**src/rtl/nibble_serial_adder_pkg.sv**
```systemverilog
// Shared definitions for the nibble-serial adder: FSM encoding and nibble width.
package nibble_serial_adder_pkg;

  localparam int NIBBLE_W = 4;

  typedef enum logic [1:0] {
    IDLE = 2'd0,
    RUN  = 2'd1,
    DONE = 2'd2
  } state_t;

endpackage

```
**src/rtl/nibble_adder.sv**
```systemverilog
// Combinational 4-bit adder core with carry in/out; one nibble per clock in the serial adder.
module nibble_adder (
  input  logic [3:0] a,
  input  logic [3:0] b,
  input  logic       carry_in,
  output logic [3:0] sum,
  output logic       carry_out
);

  logic [4:0] w_total;

  // Zero-extend everything to 5 bits so the carry lands in bit 4.
  assign w_total   = {1'b0, a} + {1'b0, b} + {4'b0000, carry_in};
  assign sum       = w_total[3:0];
  assign carry_out = w_total[4];

endmodule

```
**src/rtl/nibble_serial_adder.sv**
```systemverilog
// Multi-cycle adder: {carry_out,sum} = a + b + carry_in, processed one nibble per clock.
// Operands are captured on an accepted start; the result register only updates on completion.
module nibble_serial_adder
  import nibble_serial_adder_pkg::*;
#(
  parameter int WIDTH = 16
) (
  input  logic             clk,
  input  logic             rst_n,
  input  logic             start,
  input  logic [WIDTH-1:0] a,
  input  logic [WIDTH-1:0] b,
  input  logic             carry_in,
  output logic             busy,
  output logic             done,
  output logic [WIDTH-1:0] sum,
  output logic             carry_out
);

  localparam int NIBBLES = WIDTH / NIBBLE_W;
  localparam int IDX_W   = (NIBBLES > 1) ? $clog2(NIBBLES) : 1;

  state_t           r_state;
  state_t           w_state_next;
  logic [WIDTH-1:0] r_a_sh;
  logic [WIDTH-1:0] r_b_sh;
  logic [WIDTH-1:0] r_sum_sh;
  logic [WIDTH-1:0] r_sum;
  logic             r_carry;
  logic             r_carry_out;
  logic [IDX_W-1:0] r_idx;

  logic [3:0]       w_core_sum;
  logic             w_core_carry;
  logic             w_accept;
  logic             w_last;
  logic [WIDTH-1:0] w_sum_sh_next;

  nibble_adder u_core (
    .a         (r_a_sh[3:0]),
    .b         (r_b_sh[3:0]),
    .carry_in  (r_carry),
    .sum       (w_core_sum),
    .carry_out (w_core_carry)
  );

  // Start is only honoured when no operation is in flight.
  assign w_accept = start && ((r_state == IDLE) || (r_state == DONE));
  assign w_last   = (r_idx == IDX_W'(NIBBLES - 1));

  // New nibble enters at the MSB end; after NIBBLES shifts nibble 0 sits at the bottom.
  assign w_sum_sh_next = (r_sum_sh >> NIBBLE_W) | (WIDTH'(w_core_sum) << (WIDTH - NIBBLE_W));

  // State register.
  always_ff @(posedge clk or negedge rst_n) begin
    if (!rst_n) begin
      r_state <= IDLE;
    end else begin
      r_state <= w_state_next;
    end
  end

  // Next-state decode; DONE lasts one cycle and may chain straight into RUN.
  always_comb begin
    w_state_next = r_state;
    case (r_state)
      IDLE:    if (start) w_state_next = RUN;
      RUN:     if (w_last) w_state_next = DONE;
      DONE:    w_state_next = start ? RUN : IDLE;
      default: w_state_next = IDLE;
    endcase
  end

  // Operand load, per-nibble shift/carry update, and result capture on the last nibble.
  always_ff @(posedge clk or negedge rst_n) begin
    if (!rst_n) begin
      r_a_sh      <= '0;
      r_b_sh      <= '0;
      r_sum_sh    <= '0;
      r_carry     <= 1'b0;
      r_idx       <= '0;
      r_sum       <= '0;
      r_carry_out <= 1'b0;
    end else if (w_accept) begin
      r_a_sh  <= a;
      r_b_sh  <= b;
      r_carry <= carry_in;
      r_idx   <= '0;
    end else if (r_state == RUN) begin
      r_a_sh   <= r_a_sh >> NIBBLE_W;
      r_b_sh   <= r_b_sh >> NIBBLE_W;
      r_sum_sh <= w_sum_sh_next;
      r_carry  <= w_core_carry;
      r_idx    <= r_idx + IDX_W'(1);
      if (w_last) begin
        r_sum       <= w_sum_sh_next;
        r_carry_out <= w_core_carry;
      end
    end
  end

  assign busy      = (r_state == RUN);
  assign done      = (r_state == DONE);
  assign sum       = r_sum;
  assign carry_out = r_carry_out;

endmodule

```
**config.mk**
```make
export PLATFORM = sky130hd
export DESIGN_NAME = nibble_serial_adder
export DESIGN_NICKNAME = d
export VERILOG_FILES = /design/src/rtl/nibble_serial_adder_pkg.sv /design/src/rtl/nibble_adder.sv /design/src/rtl/nibble_serial_adder.sv
export SDC_FILE = /design/constraint.sdc
export NUM_CORES = 1
export LEC_CHECK = 0
export BUFFER_PORTS_ARGS = -buffer_cell sky130_fd_sc_hd__clkbuf_2
export CELL_PAD_IN_SITES_DETAIL_PLACEMENT = 1
export CELL_PAD_IN_SITES_GLOBAL_PLACEMENT = 1
export CORE_MARGIN = 2
export CORE_UTILIZATION = 42
export DETAILED_ROUTE_END_ITERATION = 8
export PLACE_DENSITY_LB_ADDON = 0.1
export REMOVE_ABC_BUFFERS = 1
export SYNTH_ARGS = -nofsm -noshare
export SYNTH_HDL_FRONTEND = slang
export SYNTH_SLANG_ARGS = --single-unit
export TNS_END_PERCENT = 50
```
**constraint.sdc**
```tcl
create_clock -name clk -period 2.6 [get_ports clk]
set_clock_uncertainty 0.2 [all_clocks]
set_input_delay 0.26 -clock clk [delete_from_list [all_inputs] [get_ports clk]]
set_output_delay 0.26 -clock clk [all_outputs]
set_load 0.1 [all_outputs]
```
# Yosys cells after proc, flatten, opt, wreduce, memory -nomap -nowiden
# Cells that the tools add are included.
word_totals:
  ff_bits: 70
  input_bits: 36
  output_inout_bits: 19
classes:
  n_addsub: 3
  eq_ne: 5
  mux: 12
  bitwise: 2
  n_reduce_logical: 7
ops:
  columns: ["cell", "count"]
  rows:
  - ["2-to-1 mux 16 bit", 4]
  - ["bitwise OR 12 x 16 -> 16 bit", 1]
  - ["2-to-1 mux 2 bit", 4]
  - ["case mux 2 bit (3 select lines)", 1]
  - ["adder 4 x 4 -> 5 bit", 1]
  - ["adder 5 x 1 -> 5 bit", 1]
  - ["== test 2 bit (second input constant)", 2]
  - ["AND reduction 2 bit", 2]
  - ["2-to-1 mux 1 bit", 3]
  - ["AND reduction 3 bit", 1]
  - ["adder 2 x 1 -> 2 bit (second input constant)", 1]
  - ["== test 2 x 1 -> 1 bit (second input constant)", 1]
  - ["zero test 2 bit", 1]
  - ["!= test 2 x 1 -> 1 bit (second input constant)", 1]
  - ["!= test 2 bit (second input constant)", 1]
  - ["nonzero test 2 bit", 1]
  - ["logical AND 1 bit", 1]
  - ["logical OR 1 bit", 1]
  - ["NOT 1 bit", 1]

# Logic depth before layout (Yosys ltp)
depth:
  ltp_word: 5
  depth_mapped: 7
  ltp_nobuf: 7

# Hierarchy
# From an unflattened synthesis, not the netlist that was laid out.
unflattened:
  cells_unflattened: 232
  hier_area_um2: 3291.9
by_module_without_submodules:
  columns: ["mod", "instances", "cells_per_inst", "area_per_inst_um2", "seq_area_each_um2"]
  rows:
  - ["nibble_serial_adder", 1, 216, 3148.0, 1651.6]
  - ["nibble_adder", 1, 16, 143.9, 0.0]

# Worst setup path after synthesis
# No wires, ideal clock.
synth_path:
  path_type: "register -> output"
  from: "reg r_state[0]"
  to: "out done"
  t_arrival_ns: 1.718
  t_required_ns: 2.140
  setup_slack_ns: 0.422
  stages_incl_launch_ff: 2
  path_cell_list: "dfrtp_1 > nor2b_1"
synth_between:
  elab_chain_len: 1
synth_lines:
  columns: ["item", "line_no", "rtl"]
  rows:
  - ["start: declaration", "nibble_serial_adder.sv:23", "state_t r_state;"]
  - ["start signal: assignment", "nibble_serial_adder.sv:59", "r_state <= w_state_next;"]
  - ["== test 2 bit", "nibble_serial_adder.sv:103", "assign done = (r_state == DONE);"]
  - ["end: declaration", "nibble_serial_adder.sv:15", "output logic done,"]
# No other way between the ends.

# Worst setup path in the final report
layout_path:
  from: "reg r_state[1]"
  to: "out busy"
layout_between:
  elab_chain_len: 1
layout_lines:
  columns: ["item", "line_no", "rtl"]
  rows:
  - ["== test 2 x 1 -> 1 bit", "nibble_serial_adder.sv:102", "assign busy = (r_state == RUN);"]
  - ["end: declaration", "nibble_serial_adder.sv:14", "output logic busy,"]
# No other way between the ends.

==> impl_metrics.ini <==
[timing]
drv_slew = 0
max_freq_mhz = 463
setup_ws_ns = 0.439
maxSlewHeadroom = 0.605
tightest_slew_ns = 0.593
finalCriticalPeriod_ns = 2.16
finalSetupTns_ns = 0
rsz0062_at_grt = false
finalHoldViolCount = 0
setup_violations = 0
finalCritPeriodShare = 0.831

[die]
io-pin-count = 55
std_cell_rows = 29
dieArea_um2 = 7060
die_w_um = 84.0
core_um2 = 6280
start_util = 0.428
die_h_um = 84.0

[setup_path]
cp-start-kind = flip-flop
crit_path_max_incr_delay_ns = 0.38
path_class = reg2out
cp_top_family = buffers and inverters
cp_num_buf_inv = 3
path_cells = nand2b_1 -> inv_2 -> buf_4 -> buf_12
crit_fanout = 28
setup.worst_path.end_class = primary output
critPathRequiredTime_ns = 2.14
crit_arrival_ns = 1.70
slowest_stage = buf_4

[global_routing]
grt_pass1_vias = 2187
grt-ovfl-total = 0
grt_max_degree = 39
antenna_found_initial = 0
grt_pass1_wl_um = 10600
grt_usage = 0.193

[final_layout]
fin_util = 0.580
syn_to_final_growth_pct = 35.6
diodes = 0
drive_gt1_frac = 0.246
stdcell_area_um2 = 3640
layout.nets = 375

[place]
placed_cell_area_um2 = 3070
port_buffers = 54
dp_hpwl_um = 3740
place.gp.congestion = 0.694
pre_cts_ws_ns = 0.672

[clocking]
postCtsSetupRepairBufs = 0
post_cts_resized = 0
clock_path_buffers = 2
clock-root-buffer = clkbuf_8
clkSlewWorstSetupHoldPaths_ns = 0.07
ctsHoldBuffers = 34
cts_made_buffers = 9
cts_tree = built
clkLatencyLatePin_ns = 0.34
htreeDepth = 3
clock-sinks = 66

[drt]
drt.antenna.violating_nets = 0
first_pass_iters = 4
drc = 0
num_vias = 2105
drtIter0Drc = 49
wl_per_cell_um = 15.1
wl_um = 6290
via_per_inst = 5.07

[yosys]
yosysWarnings = 0
synth-simple-area-share = 0.123
synth.avg_cell_area_um2 = 11.1
ys_types = 24
synth_area_leaders = dfrtp_1, nand2_1, a22oi_1, mux2_1, a22o_1
synth-xor-area-share = 0.00652
synthAdderAreaFrac = 0.0335
synthesis.area_um2 = 2690
synth_compound_area_frac = 0.135
synth_top_area_frac = 0.615
ys_seq_area_frac = 0.615
synth_top_cell_by_area = dfrtp_1
netlist_instances = 243
synth_mux_area_frac = 0.0503
ys_ff_latch = 66
synth_top_family_by_area = compound AO/OA/AOI/OAI gates

[outcome]
outcome = completed

[worst_hold_path]
hp-class = in2reg

[flow_run]
drv_cap = 0
[Yosys cell counts]
cell type	n
nand2_1	75
dfrtp_1	66
a22oi_1	21
buf_2	12
o21ai_0	12
a22o_1	9
mux2_1	9
inv_1	7
a221o_1	4
ha_1	4
nor3_1	4
clkbuf_1	3
mux2_2	3
a21oi_1	2
fa_1	2
nor2b_1	2
a21o_1	1
inv_2	1
nand2_2	1
nand2b_1	1
nor2_1	1
o21bai_1	1
xnor2_1	1
xor2_1	1
[per-layer routing]
layer  routed length [um]  share of wire  global-route usage  up-vias
met5                    0              0                   0        -
met4                  105          0.017              0.0792        0
met3                  186          0.030              0.0425        9
met2                 3140           0.50               0.316       41
met1                 2850           0.45               0.248     1052
li1                     -              -                   -     1003
[path summary, 6_finish.rpt]
| kind | endpoint | slack (ns) | cells past startpoint | startpoint |
|---|---|---|---|---|
| hold reg to reg | r_sum_sh[6] | 0.28 | 2 | r_sum_sh[6] |
| setup reg to reg | sum[14] | 0.64 | 5 | r_a_sh[0] |
| min in group asynchronous | r_sum_sh[7] | 0.26 | 2 | rst_n |
| max in group asynchronous | sum[13] | 1.33 | 3 | rst_n |
| setup / recovery | busy | 0.44 | 4 | r_state[1] |
| hold / removal | r_a_sh[3] | 0.25 | 5 | start |
[cells by family after synthesis]
kind of cell	count (synthesis)
buffers and inverters	23
and+or+nand+nor	84
adders and majority gates	6
DFF	66
AOI/OAI and AO/OA	50
xor gates and xnor gates	2
muxes	12
[worst reg2reg max path, delay by kind of cell (launching register included)]
family                     cells  cell delay (ns)
buffers and inverters          1             0.06
adders and majority gates      2             0.87
DFF                            1             0.33
xor gates and xnor gates       1             0.25
AOI/OAI and AO/OA              1             0.12
[final cells by class]
class | instances | area, um2
Sequential cell | 66 | 1650
Fill cell | 690 | 2630
Tap cell | 77 | 96.3
Clock inverter | 4 | 72.6
Inverter | 8 | 30.0
Clock buffer | 12 | 165
Multi-Input combinational cell | 154 | 945
Timing Repair Buffer | 94 | 683
[flip-flops by register name, indices dropped and copies added, names as in the netlist]
signal and cells:
r_idx 2, r_a_sh 16, carry_out 1, sum 16, r_sum_sh 12, r_b_sh 16
r_carry 1, r_state 2
[metrics by stage]
| step | std cells | hold slack (ns) |
|---|---|---|
| finish | 415 | 0.248 |
| floorplan | 228 | -0.236 |
| CTS | 415 | 0.234 |
| detailed placement | 365 | 0.104 |
| global route | 415 | 0.262 |
| global placement | 365 | 0.106 |
[layout by cell type (no fill, tap or decap), types with 5 or more instances in the layout]
cell / instances
dlygate4sd3_1: 34
inv_1: 7
a22o_1: 9
clkbuf_8: 12
buf_4: 5
dfrtp_1: 66
mux2_1: 9
clkbuf_2: 52
o21ai_0: 12
nand2_1: 75
a22oi_1: 21
Power is not shown: default switching activity piles up to over one toggle a cycle in this logic, so the estimate is an artifact.
